**src/rtl/float_stim_pkg.sv**
```systemverilog
// Shared types, encodings and the edge-case table for the float stimulus source.
// FLOAT_STIM_SPECIAL_EN widens the edge table with qNaN and the smallest denormal.
package float_stim_pkg;

  localparam logic [1:0] MODE_EDGE = 2'd0;
  localparam logic [1:0] MODE_RAND = 2'd1;
  localparam logic [1:0] MODE_MIX  = 2'd2;

  typedef enum logic [1:0] {ST_IDLE, ST_RUN, ST_DONE} state_t;

  // Galois tap mask for x^32+x^22+x^2+x+1, right-shifting form
  localparam logic [31:0] LFSR_POLY = 32'h8020_0003;

`ifdef FLOAT_STIM_SPECIAL_EN
  localparam int N_EDGE = 10;
`else
  localparam int N_EDGE = 8;
`endif

  // Built in 64 bits so a full 32-bit format never overflows the shifts
  function automatic logic [31:0] edge_value(input logic [3:0] idx, input int exp_w,
                                             input int man_w);
    logic [63:0] one, emax, mall, sgn, v;
    one  = 64'd1;
    emax = (one << exp_w) - one;
    mall = (one << man_w) - one;
    sgn  = one << (exp_w + man_w);
    case (idx)
      4'd0:    v = '0;
      4'd1:    v = sgn;
      4'd2:    v = (emax >> 1) << man_w;
      4'd3:    v = sgn | ((emax >> 1) << man_w);
      4'd4:    v = ((emax - one) << man_w) | mall;
      4'd5:    v = one << man_w;
      4'd6:    v = emax << man_w;
      4'd7:    v = sgn | (emax << man_w);
      4'd8:    v = (emax << man_w) | (one << (man_w - 1));
      4'd9:    v = one;
      default: v = '0;
    endcase
    return v[31:0];
  endfunction

endpackage

```
**src/rtl/float_stim_lfsr.sv**
```systemverilog
// Per-lane 32-bit Galois LFSR; advances only when step is high.
module float_stim_lfsr
  import float_stim_pkg::*;
#(
  parameter logic [31:0] SEED = 32'h0000_0001
) (
  input  logic        clk,
  input  logic        rst,
  input  logic        step,
  output logic [31:0] state
);

  always_ff @(posedge clk) begin
    if (rst)       state <= SEED;
    else if (step) state <= {1'b0, state[31:1]} ^ (state[0] ? LFSR_POLY : 32'h0);
  end

endmodule

```
**src/rtl/float_stimulus_gen.sv**
```systemverilog
// Multi-lane float operand source: edge sweep, random or mixed bursts over valid/ready.
// FLOAT_STIM_SPECIAL_EN adds NaN/denormal edge entries and removes the random exponent clamp.
module float_stimulus_gen
  import float_stim_pkg::*;
#(
  parameter int          EXP_W     = 8,
  parameter int          MAN_W     = 23,
  parameter int          CHANNELS  = 2,
  parameter int          START     = 0,
  parameter logic [31:0] LFSR_SEED = 32'hACE1_2468
) (
  input  logic                                  clk,
  input  logic                                  rst,
  input  logic                                  start,
  input  logic [1:0]                            mode,
  input  logic [15:0]                           count,
  output logic                                  num_valid,
  input  logic                                  num_ready,
  output logic [CHANNELS*(1+EXP_W+MAN_W)-1:0]   nums,
  output logic                                  busy,
  output logic                                  done
);

  localparam int W = 1 + EXP_W + MAN_W;

  state_t      state_q, state_d;
  logic [1:0]  mode_q, mode_sel;
  logic [15:0] count_q, beat_q;
  logic        go, accept, last, load, odd, use_rand;

  // num_valid is high for the whole RUN state, so acceptance only needs ready
  assign go       = (state_q == ST_IDLE) && start && (count != 16'd0);
  assign accept   = (state_q == ST_RUN) && num_ready;
  assign last     = (beat_q == count_q - 16'd1);
  assign load     = go || (accept && !last);
  assign mode_sel = go ? mode : mode_q;
  assign odd      = go ? 1'b0 : ~beat_q[0];
  assign use_rand = (mode_sel == MODE_RAND) || ((mode_sel == MODE_MIX) && odd);

  always_ff @(posedge clk) begin
    if (rst) state_q <= ST_IDLE;
    else     state_q <= state_d;
  end

  always_comb begin
    state_d = state_q;
    case (state_q)
      ST_IDLE: if (start) state_d = (count == 16'd0) ? ST_DONE : ST_RUN;
      ST_RUN:  if (accept && last) state_d = ST_DONE;
      ST_DONE: state_d = ST_IDLE;
      default: state_d = ST_IDLE;
    endcase
  end

  always_comb begin
    num_valid = (state_q == ST_RUN);
    busy      = (state_q == ST_RUN);
    done      = (state_q == ST_DONE);
  end

  always_ff @(posedge clk) begin
    if (rst) begin
      mode_q  <= MODE_EDGE;
      count_q <= '0;
      beat_q  <= '0;
    end else if (go) begin
      mode_q  <= mode;
      count_q <= count;
      beat_q  <= '0;
    end else if (accept) begin
      beat_q  <= beat_q + 16'd1;
    end
  end

  for (genvar c = 0; c < CHANNELS; c++) begin : g_lane
    localparam logic [3:0] IDX0 = 4'((START + c) % N_EDGE);
    logic [3:0]   idx_q;
    logic [31:0]  lfsr_s, ev;
    logic [W-1:0] rv, lane_q;

    float_stim_lfsr #(.SEED(LFSR_SEED ^ 32'(c + 1))) u_lfsr (
      .clk  (clk),
      .rst  (rst),
      .step (load && use_rand),
      .state(lfsr_s)
    );

    assign ev = edge_value(idx_q, EXP_W, MAN_W);

    always_comb begin
      rv = lfsr_s[W-1:0];
`ifndef FLOAT_STIM_SPECIAL_EN
      // all-ones exponent minus one is just clearing its LSB
      if (&rv[W-2 -: EXP_W]) rv[MAN_W] = 1'b0;
`endif
    end

    always_ff @(posedge clk) begin
      if (rst) begin
        idx_q  <= IDX0;
        lane_q <= '0;
      end else if (load) begin
        if (use_rand) begin
          lane_q <= rv;
        end else begin
          lane_q <= ev[W-1:0];
          idx_q  <= (idx_q == 4'(N_EDGE - 1)) ? 4'd0 : idx_q + 4'd1;
        end
      end
    end

    assign nums[c*W +: W] = lane_q;
  end

endmodule
```
**config.mk**
```make
export PLATFORM = sky130hd
export DESIGN_NAME = float_stimulus_gen
export DESIGN_NICKNAME = d
export VERILOG_FILES = /design/src/rtl/float_stim_pkg.sv /design/src/rtl/float_stim_lfsr.sv /design/src/rtl/float_stimulus_gen.sv
export SDC_FILE = /design/constraint.sdc
export NUM_CORES = 1
export LEC_CHECK = 0
export ABC_CLOCK_PERIOD_IN_PS = 4700
export CAP_MARGIN = 20
export CORE_ASPECT_RATIO = 2
export CORE_MARGIN = 3
export CORE_UTILIZATION = 45
export DETAILED_ROUTE_END_ITERATION = 8
export GPL_TIMING_DRIVEN = 1
export PLACE_DENSITY = 0.66
export SYNTH_ARGS = -nofsm -noshare
export SYNTH_HDL_FRONTEND = slang
export SYNTH_SLANG_ARGS = --single-unit
```
**constraint.sdc**
```tcl
create_clock -name clk -period 4.7 [get_ports clk]
set_input_delay 0.705 -clock clk [delete_from_list [all_inputs] [get_ports clk]]
set_output_delay 0.705 -clock clk [all_outputs]
set_load 0.1 [all_outputs]
```
After elaboration in Yosys (flattened, before gate mapping):

Memory sizes are Yosys's and may differ from the RTL's. A register that Yosys moved wholly into a read port is not among the register bits.
Cells that the tools add are included.
Widths: inputs -> output; s select.

* $add $sub $neg: 4
* $mul: 0
* div/mod/pow operators: 0
* magnitude comparators: 0
* equality and inequality tests: 9
* shift-type cells: 0
* multiplexer cells: 18
* bitwise logic cells: 4
* reduce and logical (&&, ||, !) cells: 18

Operators with widths (number)
* $mux 32: 4
* $xor 31x32->32: 2
* $mux 4: 6
* $add 16x1->16 const B: 1
* $eq 16x16->1: 1
* $logic_not 16->1: 1
* $reduce_and 8->1: 2
* $reduce_bool 16->1: 1
* $sub 16x1->16 const B: 1
* $add 4x1->4 const B: 2
* $eq 4x3->1 const B: 2
* $mux 2: 4
* $logic_and 1x1->1: 7
* $eq 2x1->1 const B: 2
* $eq 2x2->1 const B: 2
* $pmux 2 s2: 1
* $reduce_and 2->1: 2
* $mux 1: 3
* $logic_not 2->1: 1
* $logic_or 1x1->1: 2
* $ne 2x1->1 const B: 1
* $ne 2x2->1 const B: 1
* $not 1->1: 2
* $reduce_or 2->1: 1
* $logic_not 1->1: 1

* flip-flop bits (word level): 172
* bits in latches: 0
* memory bits (writable): 0
* bits in read-only memories: 1024
* input port bits: 22
* logic and storage cells: 65
* memories: 2

Memories
* (name not given): depth 16, width 32, read ports 1, clocked after Yosys merged registers in 1, write ports 0, RTL line float_stim_pkg.sv:28 `case (idx)`
* (name not given): depth 16, width 32, read ports 1, clocked after Yosys merged registers in 1, write ports 0, RTL line float_stim_pkg.sv:28

Logic depth before layout (Yosys ltp):

* depth after elaboration: 11
* mapped depth: 13
* gate-level depth less buffers: 12

By module:

A second synthesis with hierarchy kept.

* cell total of the unflattened synthesis: 915
* area total of the unflattened synthesis: 8170.3 um^2

By module, submodules not included
* float_stimulus_gen: times used 1, cells each 699, area an instance 5760.5 um^2
* float_stim_lfsr (g_lane[1].u_lfsr): times used 1, cells each 109, area an instance 1223.7 um^2
* float_stim_lfsr (g_lane[0].u_lfsr): times used 1, cells each 107, area an instance 1186.1 um^2

Worst setup path after synthesis:

OpenSTA, ideal clock, no wires.

* path kind: reg2reg
* from: register state_q[0]
* to: register g_lane[1].ev[23] (netlist name)
* setup time: 0.132 ns
* arrival: 3.403 ns
* data required time: 4.568 ns
* path slack: 1.165 ns
* cell stages (with the launch flop): 8
* buffers on the path: 1
* period minus slack after synthesis: 3.535 ns
* cells stage by stage: dfxtp_1 nor2b_1 nand2_1 o31ai_2 buf_4 o2111ai_1 a21oi_2 o21ai_0

* elaborated cells on any way between the ends: 17
* classes of those cells: eq/ne (3); mux (4); bitwise (1); reduce/logical (9)

RTL lines
* start, declared: RTL line float_stimulus_gen.sv:26 `state_t state_q, state_d;`
* start signal, assigned: RTL line float_stimulus_gen.sv:42 `else state_q <= state_d;`
* $eq 2x1->1
* via busy: RTL line float_stimulus_gen.sv:20 `output logic busy,`
* $logic_and 1x1->1: RTL line float_stimulus_gen.sv:33 `assign accept = (state_q == ST_RUN) && num_ready;`
* $logic_and 1x1->1: RTL line float_stimulus_gen.sv:35 `assign load = go || (accept && !last);`
* $logic_or 1x1->1: RTL line float_stimulus_gen.sv:35
* $reduce_and 2->1 (no source line)
* $mux 4 (no source line) (2 in series)

The timed path passes the listed nets, and every way through them passes these cells.
A chain may end at the register's enable or synchronous reset.

Worst setup path after layout:

* from: register count_q[0]
* to: register g_lane[1].ev[30] (netlist name)

* longest elaborated chain between the ends: 8

RTL lines
* start, declared: RTL line float_stimulus_gen.sv:28 `logic [15:0] count_q, beat_q;`
* start signal, assigned: RTL line float_stimulus_gen.sv:68 `count_q <= count;`
* $sub 16x1->16: RTL line float_stimulus_gen.sv:34 `assign last = (beat_q == count_q - 16'd1);`
* $eq 16x16->1: RTL line float_stimulus_gen.sv:34
* $logic_not 1->1: RTL line float_stimulus_gen.sv:35
* $logic_and 1x1->1: RTL line float_stimulus_gen.sv:35
* $logic_or 1x1->1: RTL line float_stimulus_gen.sv:35
* $reduce_and 2->1 (no source line)
* $mux 4 (no source line) (2 in series)

No other way between the ends.

==> flow_summary.json <==
{
  "rsz0062_at_grt": "no",
  "grt_max_degree": 87,
  "timing.slew.headroom_pct": 32.54,
  "path_max_fanout": 8,
  "tightest_slew_ns": 1.009,
  "areaGrowthSynthToFinish_pct": 19.95,
  "min_period_ns": 3.921,
  "finalClockSkew_ns": 0.01270,
  "routed_wl_mm": 20.47,
  "crit_chain": "nor4_2, nand4_1, or4_1, nand3_1, nor4_4, o31ai_2, buf_4, mux2i_1, o21ai_0, o22ai_1",
  "dr.pass1.iters": 4,
  "antenna_cells": 0,
  "postCtsHoldBufs": 0,
  "min_path_cells": 2,
  "cts_tree": "yes",
  "cts.reportedPaths.clkPinSlew_ns": 0.08,
  "ir_worst_vdd_mv": 0.4228,
  "drive_gt1_share_pct": 6.418,
  "hold_violations": 0,
  "htree_levels": 4,
  "slowest_delay_ns": 0.62,
  "synth_top_area_share_pct": 46.24,
  "synth.avg_cell_area_um2": 8.151,
  "clk_path_buf_depth": 2,
  "crit_slowest_cell": "nor4_2",
  "yosysUniqueCellTypes": 62,
  "min_from": "g_lane[0].ev[23]",
  "setup_viol": 0,
  "vias_per_cell": 5.574,
  "layout_setup_ws_ns": 0.7795,
  "syn_inst": 988,
  "clk_latency_ns": 0.43,
  "final.setup.tns_ns": 0,
  "syn_area_um2": 8053,
  "die_area_um2": 19630,
  "synth_nets": 1014,
  "reg2reg_from": "count_q[0]",
  "drtIter0Drc": 244,
  "fillers": 1647,
  "synth_seq_cells": 186,
  "outcome": "completed",
  "grt_util_all_layers_pct": 21.15,
  "die_y_um": 195.2,
  "worst-r2r-cell-count": 10,
  "cts_resized": 0,
  "cp-start-kind": "flop",
  "place_congestion": 0.8991,
  "regArea_um2": 3724,
  "nets": 1057,
  "die_x_um": 100.6,
  "multi_input_area_um2": 3965,
  "place.detailed.hpwl_mm": 14.38,
  "critPathKind": "flop to flop",
  "drc": 0,
  "cts_buffers": 17,
  "async_flop_share_pct": 0,
  "core-area_um2": 17440,
  "power_w": 0.004546,
  "post-place-ws_ns": 0.6173,
  "worst_ep_arrival_time_ns": 4.25,
  "start_util_pct": 46.17,
  "postCtsSetupBuffers": 0,
  "hold-path-endpoint": "g_lane[0].lane_q[23]",
  "required_ns": 5.03,
  "r2r_end": "g_lane[1].ev[30]",
  "hold_path.class": "flop to flop",
  "leakage_nw": 3.527,
  "cts.sinks": 186,
  "synth_top_area_cell": "dfxtp_1",
  "final_common_cell": "dfxtp_1",
  "drv_cap": 0,
  "layout_common_cells": "dfxtp_1, nand2_1, nor2_1, a21oi_1, clkdlybuf4s50_1",
  "std_cell_rows": 68,
  "num_io_pins": 89,
  "cts_root_buf": "clkbuf_16",
  "grt_overflow": 0,
  "grt_pass1_wl_mm": 33.48,
  "route.vias.total": 6990,
  "antenna_found_initial": 0,
  "yosys_most_used_dff": "dfxtp_1",
  "port_buffers": 88,
  "fin_crit_sh_pct": 83.42,
  "cp-end-kind": "flop",
  "synth_seq_area_share_pct": 46.24,
  "holdWs_ns": 0.4550,
  "drv_slew": 0,
  "grt_pass1_vias": 6753,
  "antenna_left": 0,
  "synthTopCellsByArea": "dfxtp_1, nand2_1, a21oi_1, nor2_1, a211oi_1",
  "power_density_nw_per_um2": 470.6,
  "wire_per_inst_um": 16.32,
  "clock.fmax_ghz": 0.2551,
  "synth_edf_count": 0,
  "reg2reg_slack_ns": 0.78,
  "synth_warnings": 0
}
==> final cells by class <==
type                    count  area share [%]
clock buffers              17           4.404
clock inverters            15           2.073
inverters                  17          0.6606
multi-input cells         704           41.05
flip-flops and latches    186           38.55
well taps                 210           2.720
repair buffers            105           10.54
==> power by group <==
part,switching (W),internal (W)
sequential,0.000114,0.00171
combinational,0.000881,0.000337
clock,0.000685,0.000818
total,0.00168,0.00287
==> cell usage after synthesis, types with 3 or more instances <==
cell type and number:
o21ai_0 13, o211ai_1 10, a211oi_1 56, nand2_1 158
and4_1 4, buf_1 7, o21ai_1 4, clkbuf_1 61
nand3b_1 3, nor2b_1 7, o22ai_1 4, o2111ai_1 4
or4_1 4, mux2i_1 26, xnor2_1 26, dfxtp_1 186
a311oi_1 11, nor4_1 11, a21oi_1 100, nor2_1 126
buf_2 10, buf_4 3, nor3_1 14, xor2_1 13
a31oi_1 5, nand4_1 10, and2_1 5, ha_1 4
nand3_1 47, inv_1 17
==> worst max path at each step <==
stage                          start                   end  cells after the start
after detailed placement    count[2]  g_lane[0].lane_q[20]                      9
after global routing      count_q[2]      g_lane[1].ev[23]                     10
after CTS                 count_q[0]      g_lane[1].ev[23]                     10
final                     count_q[0]      g_lane[1].ev[30]                     10
after floorplan           state_q[0]      g_lane[1].ev[23]                      7
after global placement      count[2]  g_lane[0].lane_q[20]                      9
==> logic make-up (layout without fill, tap and decap cells) <==
logic type | after synthesis | after routing | synth area share [%]
flip-flops | 186 | 186 | 46.24
multiplexers | 28 | 28 | 3.511
XOR/XNOR | 39 | 39 | 4.242
buffers and inverters | 98 | 154 | 4.863
AO/OA/AOI/OAI | 229 | 229 | 18.16
adder cells (fa/ha/maj) | 4 | 4 | 0.6215
AND/OR/NAND/NOR | 404 | 404 | 22.36
==> sequential cells by signal, indices dropped and copies added, names as in the netlist <==
signal and count:
mode_q 2, g_lane.ev 14, beat_q 16, g_lane.lane_q 64, count_q 16, g_lane.u_lfsr.state 64, g_lane.idx_q 8, state_q 2
==> layer usage <==
layer | vias up | wire length (um) | track usage [%]
met5 | - | 0 | 0
li1 | 3545 | - | -
met1 | 3295 | 7759 | 22.41
met4 | 0 | 654 | 9.145
met3 | 37 | 617 | 3.683
met2 | 113 | 11440 | 39.57
==> stage by stage <==
stage               utilization, %  cells  cell area, um2
floorplan                        -    988            8053
global placement             51.79   1222            9034
detailed placement           51.79   1222            9034
CTS                          55.38   1254            9659
global route                 55.38   1254            9659
finish                       55.38   1254            9659
==> critical path: cells and delay by family, from the launching register on <==
kind / cells / cell delay [ns]
and+or+nand+nor: 5 / 1.73
buffers and inverters: 1 / 0.28
muxes: 1 / 0.46
AOI/OAI and AO/OA: 3 / 0.99
DFF: 1 / 0.37
No activity file was read; power rests on OpenSTA's default activity.
